===== src/rtl/restoring_divider.sv =====
// Sequential unsigned restoring divider: one trial subtraction per clock, MSB first,
// with a start/done handshake. Divide-by-zero short-circuits straight to DONE.

// (n)-bit borrow subtractor: {bout, diff} = a - b.
module nbitsubtract #(
    parameter int unsigned n = 5
) (
    input  logic [n-1:0] a,
    input  logic [n-1:0] b,
    output logic [n-1:0] diff,
    output logic         bout
);
    // Extend by one bit so the top bit of the result is the borrow out.
    assign {bout, diff} = {1'b0, a} - {1'b0, b};
endmodule

module restoring_divider #(
    parameter int unsigned N = 4
) (
    input  logic         clk,
    input  logic         rst,
    input  logic         start,
    input  logic [N-1:0] dividend,
    input  logic [N-1:0] divisor,
    output logic         busy,
    output logic         done,
    output logic [N-1:0] quotient,
    output logic [N-1:0] remainder,
    output logic         div_by_zero
);
    localparam int unsigned CW = $clog2(N);
    localparam int unsigned RW = N + 1;

    typedef enum logic [1:0] {IDLE, RUN, DONE} state_t;

    state_t         state, state_nxt;
    logic [N-1:0]   d_r, d_nxt;
    logic [N-1:0]   q_r, q_nxt;
    logic [RW-1:0]  r_r, r_nxt;
    logic [CW-1:0]  count, count_nxt;
    logic [N-1:0]   quo_nxt, rem_nxt;
    logic           dbz_nxt;

    logic [RW-1:0]  rs;
    logic [RW-1:0]  diff;
    logic           bout;

    // Shifted partial remainder; R[N] is always 0 so dropping it loses nothing.
    assign rs = RW'({r_r, q_r[N-1]});

    nbitsubtract #(.n(RW)) u_sub (
        .a    (rs),
        .b    ({1'b0, d_r}),
        .diff (diff),
        .bout (bout)
    );

    // State, datapath and output registers.
    always_ff @(posedge clk) begin
        if (rst) begin
            state       <= IDLE;
            d_r         <= '0;
            q_r         <= '0;
            r_r         <= '0;
            count       <= '0;
            busy        <= 1'b0;
            done        <= 1'b0;
            quotient    <= '0;
            remainder   <= '0;
            div_by_zero <= 1'b0;
        end else begin
            state       <= state_nxt;
            d_r         <= d_nxt;
            q_r         <= q_nxt;
            r_r         <= r_nxt;
            count       <= count_nxt;
            busy        <= (state_nxt == RUN);
            done        <= (state_nxt == DONE);
            quotient    <= quo_nxt;
            remainder   <= rem_nxt;
            div_by_zero <= dbz_nxt;
        end
    end

    // Next-state, iteration step and result capture on entry to DONE.
    always_comb begin
        state_nxt = state;
        d_nxt     = d_r;
        q_nxt     = q_r;
        r_nxt     = r_r;
        count_nxt = count;
        quo_nxt   = quotient;
        rem_nxt   = remainder;
        dbz_nxt   = div_by_zero;

        case (state)
            IDLE: begin
                if (start) begin
                    d_nxt = divisor;
                    q_nxt = dividend;
                    r_nxt = '0;
                    if (divisor == '0) begin
                        state_nxt = DONE;
                        dbz_nxt   = 1'b1;
                        quo_nxt   = '1;
                        rem_nxt   = dividend;
                    end else begin
                        count_nxt = CW'(N - 1);
                        state_nxt = RUN;
                    end
                end
            end
            RUN: begin
                if (!bout) begin
                    r_nxt = diff;
                    q_nxt = {q_r[N-2:0], 1'b1};
                end else begin
                    r_nxt = rs;
                    q_nxt = {q_r[N-2:0], 1'b0};
                end
                if (count == '0) begin
                    state_nxt = DONE;
                    quo_nxt   = q_nxt;
                    rem_nxt   = r_nxt[N-1:0];
                    dbz_nxt   = 1'b0;
                end else begin
                    count_nxt = count - CW'(1);
                end
            end
            DONE: begin
                state_nxt = IDLE;
            end
            default: begin
                state_nxt = IDLE;
            end
        endcase
    end
endmodule


===== config.mk =====
export PLATFORM = sky130hd
export DESIGN_NAME = restoring_divider
export DESIGN_NICKNAME = d
export VERILOG_FILES = /design/src/rtl/restoring_divider.sv
export SDC_FILE = /design/constraint.sdc
export NUM_CORES = 1
export LEC_CHECK = 0
export CAP_MARGIN = 20
export CORE_UTILIZATION = 51
export DETAILED_ROUTE_END_ITERATION = 8
export PLACE_DENSITY = 0.79
export SYNTH_ARGS = -nofsm -noshare
export SYNTH_HDL_FRONTEND = slang
export SYNTH_SLANG_ARGS = --single-unit

===== constraint.sdc =====
create_clock -name clk -period 2.3 [get_ports clk]
set_input_delay 0.23 -clock clk [delete_from_list [all_inputs] [get_ports clk]]
set_output_delay 0.23 -clock clk [all_outputs]
set_load 0.02 [all_outputs]

==> results by group <==
Outcome
  – Outcome: complete, no violations

Drt
  – Vias per std cell: around 5.4
  – Met1 wire length: 1177 µm
  – Via count: 1,020
  – Final ANT Viol Nets: 0
  – WL/cell: approximately 14 µm
  – WL final: 2556 µm
  – Routed length on met2: 1294 µm
  – DR DRC count: 0
  – DR pass1 iterations: 4
  – Drt initial violations: 14
  – Met3 WL: 71 µm
  – Top routing layer used: met4

Clock network
  – Clock latency on the worst-skew pair: between 0.3 and 0.4 ns
  – Postcts setup bufs: 0
  – # hold bufs at CTS: 0
  – Clock root buffer: clkbuf_4
  – # clock sinks: 27
  – Cts bufs inserted: 3
  – H-tree levels: 1
  – Clock Tree Buf Depth: 2
  – # resized after CTS: 0
  – Clock Pin Slew Worst Setup and Hold Paths: 0.16 ns
  – TritonCTS clock tree: built

Global routing
  – Largest net degree at the start of global routing: 19
  – Initial antenna violation count: 0
  – GRT Total Usage: 0.2068
  – First-pass GRT wire length: 4174 µm
  – Vias in the first global route: 998
  – Global route overflow: 0

Placement
  – Final GP Congestion: 0.7687
  – Placed Area: 1529 µm²
  – HPWL after DPL: 1984 µm
  – Port bufs: 21
  – Placed insts: 184

Finish
  – Finished Layout Cells: 188
  – Number of diodes: 0
  – Final Net Count: 178
  – Design Area, Final: 1559 µm²
  – Share of cells above drive strength 1: 0.1250
  – Core Util, Final: 0.6786
  – Layout fillers: 208
  – Syn-to-layout area delta: 20.27%

Hold path
  – HP Class: reg2reg

Timing
  – Final Cycle Share: 0.8619
  – Slew HR: 0.6614
  – Final setup fails: 0
  – FMAX: just over 500 MHz
  – Worst slew pin tran: 0.5064 ns
  – Final Slew Violations: 0
  – Unrepaired setup endpoints after global routing: no
  – Post-route setup TNS: 0 ns
  – Final Skew: 0.01779 ns
  – Final hold violation count: 0
  – Fin crit period: 1.982 ns

Yosys
  – Post-synth top area cell: dfxtp_1
  – Top-count cell post-synth: dfxtp_1
  – Post-Syn Instances: roughly 140
  – Seq/Total Area, Yosys: 0.4170
  – Commonest cells in the netlist: dfxtp_1 (27), nor2_1 (22), nand2_1 (13), a211oi_1 (8)
  – Top FF cell, synth: dfxtp_1
  – EDFF count, synth: 0
  – Yosys reg bits: 27
  – Syn_nets: 156
  – Mapped Area: approximately 1300 µm²
  – Mean Syn Cell Area: just over 9 µm²
  – Netlist cell types: 36
  – Asr flop ratio synth: 0
  – Synth top area cells: dfxtp_1 (42%), nor2_1 (6.4%), mux2i_1 (5.4%), ha_1 (4.8%), a211oi_1 (4.6%)
  – Synth top area share: 0.4170
  – Synth warn: 0

Critical path
  – Crit path capture type: flop
  – CP Data Required Time: 2.50 ns
  – Critical path launch point type: flop
  – CP arrival: 2.18 ns
  – Crit Path Class: reg2reg
  – Max FO, Critical Path: 5

Floorplanning
  – Num rows: 17
  – Initial Util: 0.5643
  – Die width: approximately 52 µm
  – Top-Level Pins: 22
  – DIE AREA: 2747 µm²
  – Core Region: 2297 µm²
  – Chip Height: 52.42 µm

Pwr
  – P_sw: 347.3 µW
  – Clock share of power: 0.195
  – Combinational Power Share: 0.301
  – Overall power: 1074 µW
  – Pwr dens: 688.6 nW/µm²
  – Pleak: 0.0005829 µW
  – Switching Share: 0.3235
  – VDD IR max: 0.0004981 V
  – Internal power: 726.2 µW
  – Reg power frac: 0.505

Run
  – Total of max-cap violations: 0
-- per-stage QoR --
step	hold WS (ns)	setup WS, ns
floorplan	0.3772	0.6153
global placement	0.4405	0.2994
detailed placement	0.4532	0.2304
CTS	0.4738	0.3034
global route	0.4916	0.2227
finish	0.4725	0.3176
-- layer usage --
layer  GRT usage  up-vias
li1            -      527
met3     0.04348        2
met2      0.3882       13
met5           0        -
met1      0.2378      478
met4     0.03947        0
-- worst paths after layout --
| path | start | end | slack, ns | depth (start not counted) |
|---|---|---|---|---|
| hold / removal | count[1] | count[1] | 0.47 | 2 |
| setup / recovery | d_r[1] | remainder[1] | 0.32 | 7 |
| hold reg to reg | count[1] | count[1] | 0.47 | 2 |
| setup reg to reg | d_r[1] | remainder[1] | 0.32 | 7 |
-- critical path: stages, from the launching register on --
cell	delay, ns
dfxtp_1	0.36
inv_1	0.08
ha_1	0.30
nor2b_1	0.15
o31ai_1	0.27
nand2_1	0.23
a31oi_1	0.32
a311oi_2	0.14
-- state kept, by name, indices dropped and copies added (netlist names) --
signal,count
d_r,4
done,1
busy,1
count,2
state,2
quotient,4
r_r,4
q_r,4
remainder,4
div_by_zero,1
-- area by class of cell --
| class | instances | area, µm² | share of cell area |
|---|---|---|---|
| clock buffer | 3 | 22.52 | 0.01445 |
| clock inverter | 1 | 7.507 | 0.004815 |
| tap | 28 | 35.03 | 0.02247 |
| multi-input combinational | 97 | 686.9 | 0.4406 |
| timing repair buffer | 25 | 240.2 | 0.1541 |
| inverter | 7 | 26.28 | 0.01685 |
| sequential | 27 | 540.5 | 0.3467 |
-- kinds of logic (layout without fill, tap and decap cells) --
logic type,Yosys count,count (layout),synth area share
AO/OA/AOI/OAI,33,33,0.2095
buffers and inverters,15,36,0.05309
multiplexers,7,7,0.05406
XOR/XNOR,1,1,0.006758
adder cells (fa/ha/maj),6,6,0.06371
flip-flops,27,27,0.4170
AND/OR/NAND/NOR,50,50,0.1960
-- cell usage in the layout, fill, tap and decap left out, types with 2 or more instances in the layout --
cell type        count
mux2i_1              7
nor2_1              22
dfxtp_1             27
clkdlybuf4s50_1     21
clkbuf_4             3
buf_4                4
a211oi_1             8
a21oi_1              6
nor2b_1              5
inv_1                7
o211ai_1             2
a311oi_2             4
and2b_2              2
o21ai_0              3
nand2_1             13
ha_1                 5
-- power groups by stage --
stage	clock network, µW	registers (µW)	logic [µW]
finish	209	542	323
global route	229	547	354
CTS	215	542	323
detailed placement	0	552	322
global placement	0	550	310
floorplan	0	570	198
(Power assumes the default switching activity.)
